===== src/rtl/dot_pkg.sv =====
// rtl/dot_pkg.sv - shared sizes and types for the dot-matrix scan arbiter
package dot_pkg;

    localparam int ROWS = 10;
    localparam int COLS = 14;

    typedef enum logic {
        SRC_SCORE = 1'b0,
        SRC_ANIM  = 1'b1
    } src_t;

    typedef logic [COLS-1:0] row_t;

endpackage


===== src/rtl/dot_row_scanner.sv =====
// rtl/dot_row_scanner.sv - row/slot counters, frame boundary strobe, one-hot row and blanked column drive
module dot_row_scanner #(
    parameter int  ROWS     = dot_pkg::ROWS,
    parameter int  COLS     = dot_pkg::COLS,
    parameter int  SCAN_DIV = 101,
    parameter int  BLANK    = 1,
    localparam int RW       = $clog2(ROWS),
    localparam int DW       = $clog2(SCAN_DIV)
) (
    input  logic            clk,
    input  logic            rst_n,
    input  logic [COLS-1:0] row_data,
    output logic [RW-1:0]   row_cnt,
    output logic            boundary,
    output logic            frame_start,
    output logic [ROWS-1:0] dot_10,
    output logic [COLS-1:0] dot_14
);

    logic [DW-1:0]   div_cnt_q, div_cnt_d;
    logic [RW-1:0]   row_cnt_q, row_cnt_d;
    logic [ROWS-1:0] dot_10_q, dot_10_d;
    logic [COLS-1:0] dot_14_q, dot_14_d;
    logic            frame_start_q, frame_start_d;
    logic            div_wrap;

    // Advance the slot/row counters and compute the next registered panel drive
    always_comb begin
        div_wrap      = (div_cnt_q == DW'(SCAN_DIV - 1));
        boundary      = div_wrap && (row_cnt_q == RW'(ROWS - 1));
        div_cnt_d     = div_wrap ? '0 : div_cnt_q + 1'b1;
        row_cnt_d     = row_cnt_q;
        if (div_wrap) begin
            row_cnt_d = (row_cnt_q == RW'(ROWS - 1)) ? '0 : row_cnt_q + 1'b1;
        end
        dot_10_d = '0;
        for (int i = 0; i < ROWS; i++) begin
            if (row_cnt_q == RW'(i)) begin
                dot_10_d[ROWS-1-i] = 1'b1;
            end
        end
        dot_14_d      = (div_cnt_q < DW'(BLANK)) ? '0 : row_data;
        frame_start_d = boundary;
    end

    // Scanner state and output registers
    always_ff @(posedge clk) begin
        if (!rst_n) begin
            div_cnt_q     <= '0;
            row_cnt_q     <= '0;
            dot_10_q      <= {1'b1, {(ROWS-1){1'b0}}};
            dot_14_q      <= '0;
            frame_start_q <= 1'b0;
        end else begin
            div_cnt_q     <= div_cnt_d;
            row_cnt_q     <= row_cnt_d;
            dot_10_q      <= dot_10_d;
            dot_14_q      <= dot_14_d;
            frame_start_q <= frame_start_d;
        end
    end

    assign row_cnt     = row_cnt_q;
    assign frame_start = frame_start_q;
    assign dot_10      = dot_10_q;
    assign dot_14      = dot_14_q;

endmodule


===== src/rtl/dot_scan_arbiter.sv =====
// rtl/dot_scan_arbiter.sv - double-buffered dot-matrix scan with frame-boundary ownership arbitration
module dot_scan_arbiter #(
    parameter int ROWS     = dot_pkg::ROWS,
    parameter int COLS     = dot_pkg::COLS,
    parameter int SCAN_DIV = 101,
    parameter int BLANK    = 1
) (
    input  logic            clk,
    input  logic            rst_n,
    input  logic [1:0]      req,
    output logic [1:0]      gnt,
    input  logic            wr_src,
    input  logic            wr_en,
    input  logic [3:0]      wr_row,
    input  logic [COLS-1:0] wr_data,
    input  logic            commit,
    output logic            commit_pend,
    output logic            commit_done,
    output logic            frame_start,
    output logic [ROWS-1:0] dot_10,
    output logic [COLS-1:0] dot_14
);

    import dot_pkg::*;

    localparam int RW = $clog2(ROWS);

    logic [COLS-1:0] shadow_q [ROWS];
    logic [COLS-1:0] shadow_d [ROWS];
    logic [COLS-1:0] active_q [ROWS];
    logic [COLS-1:0] active_d [ROWS];
    logic [1:0]      gnt_q, gnt_d;
    src_t            last_q, last_d;
    logic            commit_pend_q, commit_pend_d;
    logic            commit_done_q, commit_done_d;

    logic [RW-1:0]   row_cnt;
    logic            boundary;
    logic [COLS-1:0] row_data;
    logic            src_owned;
    logic            wr_ok;
    logic            commit_ok;

    dot_row_scanner #(
        .ROWS     (ROWS),
        .COLS     (COLS),
        .SCAN_DIV (SCAN_DIV),
        .BLANK    (BLANK)
    ) u_scanner (
        .clk         (clk),
        .rst_n       (rst_n),
        .row_data    (row_data),
        .row_cnt     (row_cnt),
        .boundary    (boundary),
        .frame_start (frame_start),
        .dot_10      (dot_10),
        .dot_14      (dot_14)
    );

    // Present the active-buffer row currently being scanned
    always_comb begin
        row_data = '0;
        for (int i = 0; i < ROWS; i++) begin
            if (row_cnt == RW'(i)) begin
                row_data = active_q[i];
            end
        end
    end

    // Shadow writes, commit handshake, and swap plus arbitration on the frame boundary
    always_comb begin
        src_owned     = gnt_q[wr_src];
        wr_ok         = wr_en && src_owned && (wr_row < 4'(ROWS));
        commit_ok     = commit && src_owned && !commit_pend_q;
        shadow_d      = shadow_q;
        active_d      = active_q;
        gnt_d         = gnt_q;
        last_d        = last_q;
        commit_pend_d = commit_pend_q;
        commit_done_d = 1'b0;

        if (commit_ok) begin
            commit_pend_d = 1'b1;
        end

        if (boundary) begin
            // The copy uses the shadow as it stood before this cycle's write
            if (commit_pend_q) begin
                active_d      = shadow_q;
                commit_pend_d = 1'b0;
                commit_done_d = 1'b1;
            end
            case (req)
                2'b00: gnt_d = 2'b00;
                2'b01: begin
                    gnt_d  = 2'b01;
                    last_d = SRC_SCORE;
                end
                2'b10: begin
                    gnt_d  = 2'b10;
                    last_d = SRC_ANIM;
                end
                default: begin
                    if (last_q == SRC_ANIM) begin
                        gnt_d  = 2'b01;
                        last_d = SRC_SCORE;
                    end else begin
                        gnt_d  = 2'b10;
                        last_d = SRC_ANIM;
                    end
                end
            endcase
        end

        for (int i = 0; i < ROWS; i++) begin
            if (wr_ok && (wr_row == 4'(i))) begin
                shadow_d[i] = wr_data;
            end
        end
    end

    // Frame store, ownership and commit registers
    always_ff @(posedge clk) begin
        if (!rst_n) begin
            shadow_q      <= '{default: '0};
            active_q      <= '{default: '0};
            gnt_q         <= 2'b00;
            last_q        <= SRC_ANIM;
            commit_pend_q <= 1'b0;
            commit_done_q <= 1'b0;
        end else begin
            shadow_q      <= shadow_d;
            active_q      <= active_d;
            gnt_q         <= gnt_d;
            last_q        <= last_d;
            commit_pend_q <= commit_pend_d;
            commit_done_q <= commit_done_d;
        end
    end

    assign gnt         = gnt_q;
    assign commit_pend = commit_pend_q;
    assign commit_done = commit_done_q;

endmodule


===== config.mk =====
export PLATFORM = sky130hd
export DESIGN_NAME = dot_scan_arbiter
export DESIGN_NICKNAME = d
export VERILOG_FILES = /design/src/rtl/dot_pkg.sv /design/src/rtl/dot_row_scanner.sv /design/src/rtl/dot_scan_arbiter.sv
export SDC_FILE = /design/constraint.sdc
export NUM_CORES = 1
export LEC_CHECK = 0
export ABC_AREA = 1
export BUFFER_PORTS_ARGS = -buffer_cell sky130_fd_sc_hd__buf_2
export CAP_MARGIN = 20
export CORE_MARGIN = 4
export CORE_UTILIZATION = 40
export DETAILED_ROUTE_END_ITERATION = 8
export PLACE_DENSITY = 0.53
export SLEW_MARGIN = 20
export SYNTH_ARGS = -nofsm -noshare
export SYNTH_HDL_FRONTEND = slang
export SYNTH_SLANG_ARGS = --single-unit

===== constraint.sdc =====
create_clock -name clk -period 1.8 [get_ports clk]
set_input_delay 0.18 -clock clk [delete_from_list [all_inputs] [get_ports clk]]
set_output_delay 0.18 -clock clk [all_outputs]
set_load 0.02 [all_outputs]

==> flow_metrics.py <==
metrics = {
    "die": {
        "die-width_um": 182,
        "dieArea_um2": 33300,
        "floorplan.initialDensity_pct": 40.8,
        "core_um2": 29800,
        "die_ht_um": 182,
        "core.rowCount": 63,
        "design.portCount": 54,
    },
    "final_layout": {
        "finish.net_count": 1702,
        "non_filler_cells_final": 2087,
        "layout-drive-gt1-share_pct": 15.6,
        "final.fill_count": 2975,
        "antenna_cells": 0,
        "layout.cells.most_common_list": "316 x dfxtp_1, 222 x nand2_1, 219 x nor2_1",
        "layout_area_growth_over_synthesis_pct": 21.9,
        "most_common_cell_after_layout_fill_and_taps_aside": "dfxtp_1",
    },
    "drt": {
        "remaining_drc_errors": 0,
        "drt_first_pass_iters": 5,
        "viasPerCell": 5.01,
        "wl_per_cell_um": 17.1,
        "post_route_antenna_net_violation_count": 0,
        "dr.first_iter.drc_count": 679,
        "detail_route.wirelength_um": 35800,
        "detailroute.via_count": 10500,
    },
    "sta": {
        "final.setup_skew_ns": 0.0206,
        "setup_viol_count_final": 0,
        "finalWorstPathRequiredPeriod_ns": 1.78,
        "grt_setup_unrepaired": "yes",
        "tightestPinTransition_ns": 0.644,
        "finalHoldViolations": 0,
        "maxClockFrequency_mhz": 562,
        "whs_ns": 0.0900,
        "fin_setup_tns_ns": 0,
        "report.final.slew_viol_count": 0,
        "timing.final.crit_share_pct": 98.9,
        "relative_slew_margins_pct": 57.0,
    },
    "pwr": {
        "peakVddDrop_mv": 0.600,
        "power_frac_comb_pct": 2.9,
        "power.static_leakage_nw": 6.29,
        "internal_power_w": 0.0114,
        "clock_power_share_pct": 48.3,
        "switchingPower_w": 0.00324,
        "seqPwrFrac_pct": 48.8,
        "power_switching_share_pct": 22.2,
        "power_density_nw_per_um2": 986,
    },
    "worst_setup_path": {
        "cp_launch_type": "flop",
        "crit_arrival_ns": 2.23,
        "timing.setup.critical_path_class": "flop to flop",
        "critPathCaptureType": "flop",
        "required_ns": 2.25,
        "cp_max_fo": 7,
    },
    "yosys": {
        "synth_top_cells_by_area": "dfxtp_1 53%, nand2_1 8.0%, nor2_1 6.9%",
        "mappedNetlistNets": 1641,
        "synthCells": 1610,
        "post_synth_xor_area_fraction_pct": 0.144,
        "synth.avg_cell_area_um2": 7.56,
        "netlist_area_um2": 12200,
        "postSynthRegisterBits": 321,
        "ys_seq_area_share_pct": 52.8,
        "compound_gate_portion_of_the_synthesized_area_pct": 14.3,
        "synth_top_family_by_area": "simple AND/OR/NAND/NOR gates",
        "post-synth-top-area-cell": "dfxtp_1",
        "yosys-mux-area-fraction_pct": 0,
        "yosys.area_share.simple_pct": 23.5,
        "total_of_warnings_raised_by_yosys": 0,
        "netlist.area_leader.share_pct": 52.8,
        "synth_adder_area_share_pct": 0.617,
        "synth_cell_types": 29,
    },
    "global_route": {
        "track_usage_pct": 20.5,
        "grt_antenna_before_repair": 1,
        "grt_overflow_total": 0,
        "global_route_wire_length_before_repair_um": 55000,
        "first_global_vias": 9832,
        "grt_start_max_net_pins": 154,
    },
    "clocking": {
        "cts-buffers-inserted": 36,
        "numClockSinks": 321,
        "clock_tree.htree_level_count": 2,
        "worstSkewPairLatency_ns": 0.52,
        "cts_root_buf": "clkbuf_16",
        "clkTransAtPathRegs_ns": 0.06,
        "cts_tree": "yes",
        "clk_path_buf_depth": 3,
    },
    "placement": {
        "place.port_buffers": 53,
        "placer_congestion": 0.781,
        "place_hpwl_um": 22200,
        "place.detailed.instances": 2005,
    },
    "run": {
        "cap_viol_max_count": 0,
    },
    "outcome": {
        "run_status": "finished, final reports clean",
    },
    "hold_path": {
        "min-delay-path-class": "primary input to flop",
    },
}
==> sequential cells by signal, summed over array words and instances, names as in the netlist, 2 cells and up <==
| signal | cells |
|---|---|
| shadow_q | 140 |
| gnt | 2 |
| active_q | 140 |
| u_scanner.row_cnt | 4 |
| u_scanner.dot_10 | 10 |
| u_scanner.div_cnt_q | 7 |
| u_scanner.dot_14 | 14 |
==> power groups by stage <==
stage / Clock, W / Sequential [W] / Combinational [W]
final: 0.00707 / 0.00714 / 0.000421
after global routing: 0.00752 / 0.00714 / 0.000466
after CTS: 0.00723 / 0.00714 / 0.000408
after detailed placement: 0 / 0.00730 / 0.000402
after global placement: 0 / 0.00730 / 0.000402
after floorplan: 0 / 0.00730 / 0.000235
==> per-layer routing <==
layer	up-vias	global-route usage (%)	part of all wire, %
li1	5340	-	-
met1	4864	30.4	49
met2	210	32.0	45
met3	50	2.67	4.4
met4	0	4.26	1.5
met5	-	0	0
==> critical path, cell delays in order (launching register included) <==
cell	delay, ns
dfxtp_2	0.32
inv_2	0.07
ha_4	0.13
nand3_4	0.07
nor2_4	0.13
inv_2	0.06
nor2_4	0.14
inv_4	0.06
nor2_4	0.18
nand2_8	0.15
clkinv_8	0.12
clkbuf_16	0.18
nand2_2	0.04
o21ai_1	0.06
==> cells in the mapped netlist, drive strengths merged <==
master	count
dfxtp	321
nand2	260
nor2	231
o21ai	216
nand3	164
inv	152
a21oi	107
buf	56
clkbuf	53
o22ai	17
nand4	16
ha	6
nor3	3
nor3b	2
nor4	2
o211ai	1
o31ai	1
xnor2	1
xor2	1
==> timing repair <==
item	4_1_cts	5_1_grt
setup buffers	5	4
resized for setup	5	85
pin swaps	1	9
cloned	0	7
hold buffers	2	0
hold endpoints to repair	9	0
setup endpoints to repair	39	263
==> final timing paths <==
check | start | endpoint | slack, ns | cells past startpoint
worst max register to register | u_scanner.div_cnt_q[0] | active_q[62] | 0.02 | 13
worst min-delay path | wr_data[3] | shadow_q[59] | 0.09 | 3
worst min register to register | shadow_q[88] | active_q[88] | 0.43 | 2
worst max-delay path | u_scanner.div_cnt_q[0] | active_q[62] | 0.02 | 13
==> cells by family after synthesis <==
kind of cell | Yosys count
buf+inv | 261
fa+ha+maj | 6
flops | 321
xor+xnor | 2
simple gates | 678
compound gates | 342
==> layout make-up <==
type,instances,area [um^2],area share [%]
inverters,152,589,3.97
multi-input cells,1028,4940,33.3
well taps,390,488,3.29
flip-flops and latches,321,6430,43.4
repair inverters,1,8.76,0.0590
repair buffers,131,1230,8.27
clock inverters,12,73.8,0.498
clock buffers,52,1070,7.23
==> through the flow <==
step | utilization (%) | total power (W) | setup WS [ns] | cell area (um^2)
after floorplan | - | 0.00753 | 0.130 | 12200
after global placement | 44.2 | 0.00770 | -0.0499 | 13200
after detailed placement | 44.2 | 0.00770 | -0.0820 | 13200
after CTS | 48.3 | 0.0148 | 0.0109 | 14400
after global routing | 49.8 | 0.0151 | -0.0896 | 14800
final | 49.8 | 0.0146 | 0.0194 | 14800
(Power assumes the default switching activity.)
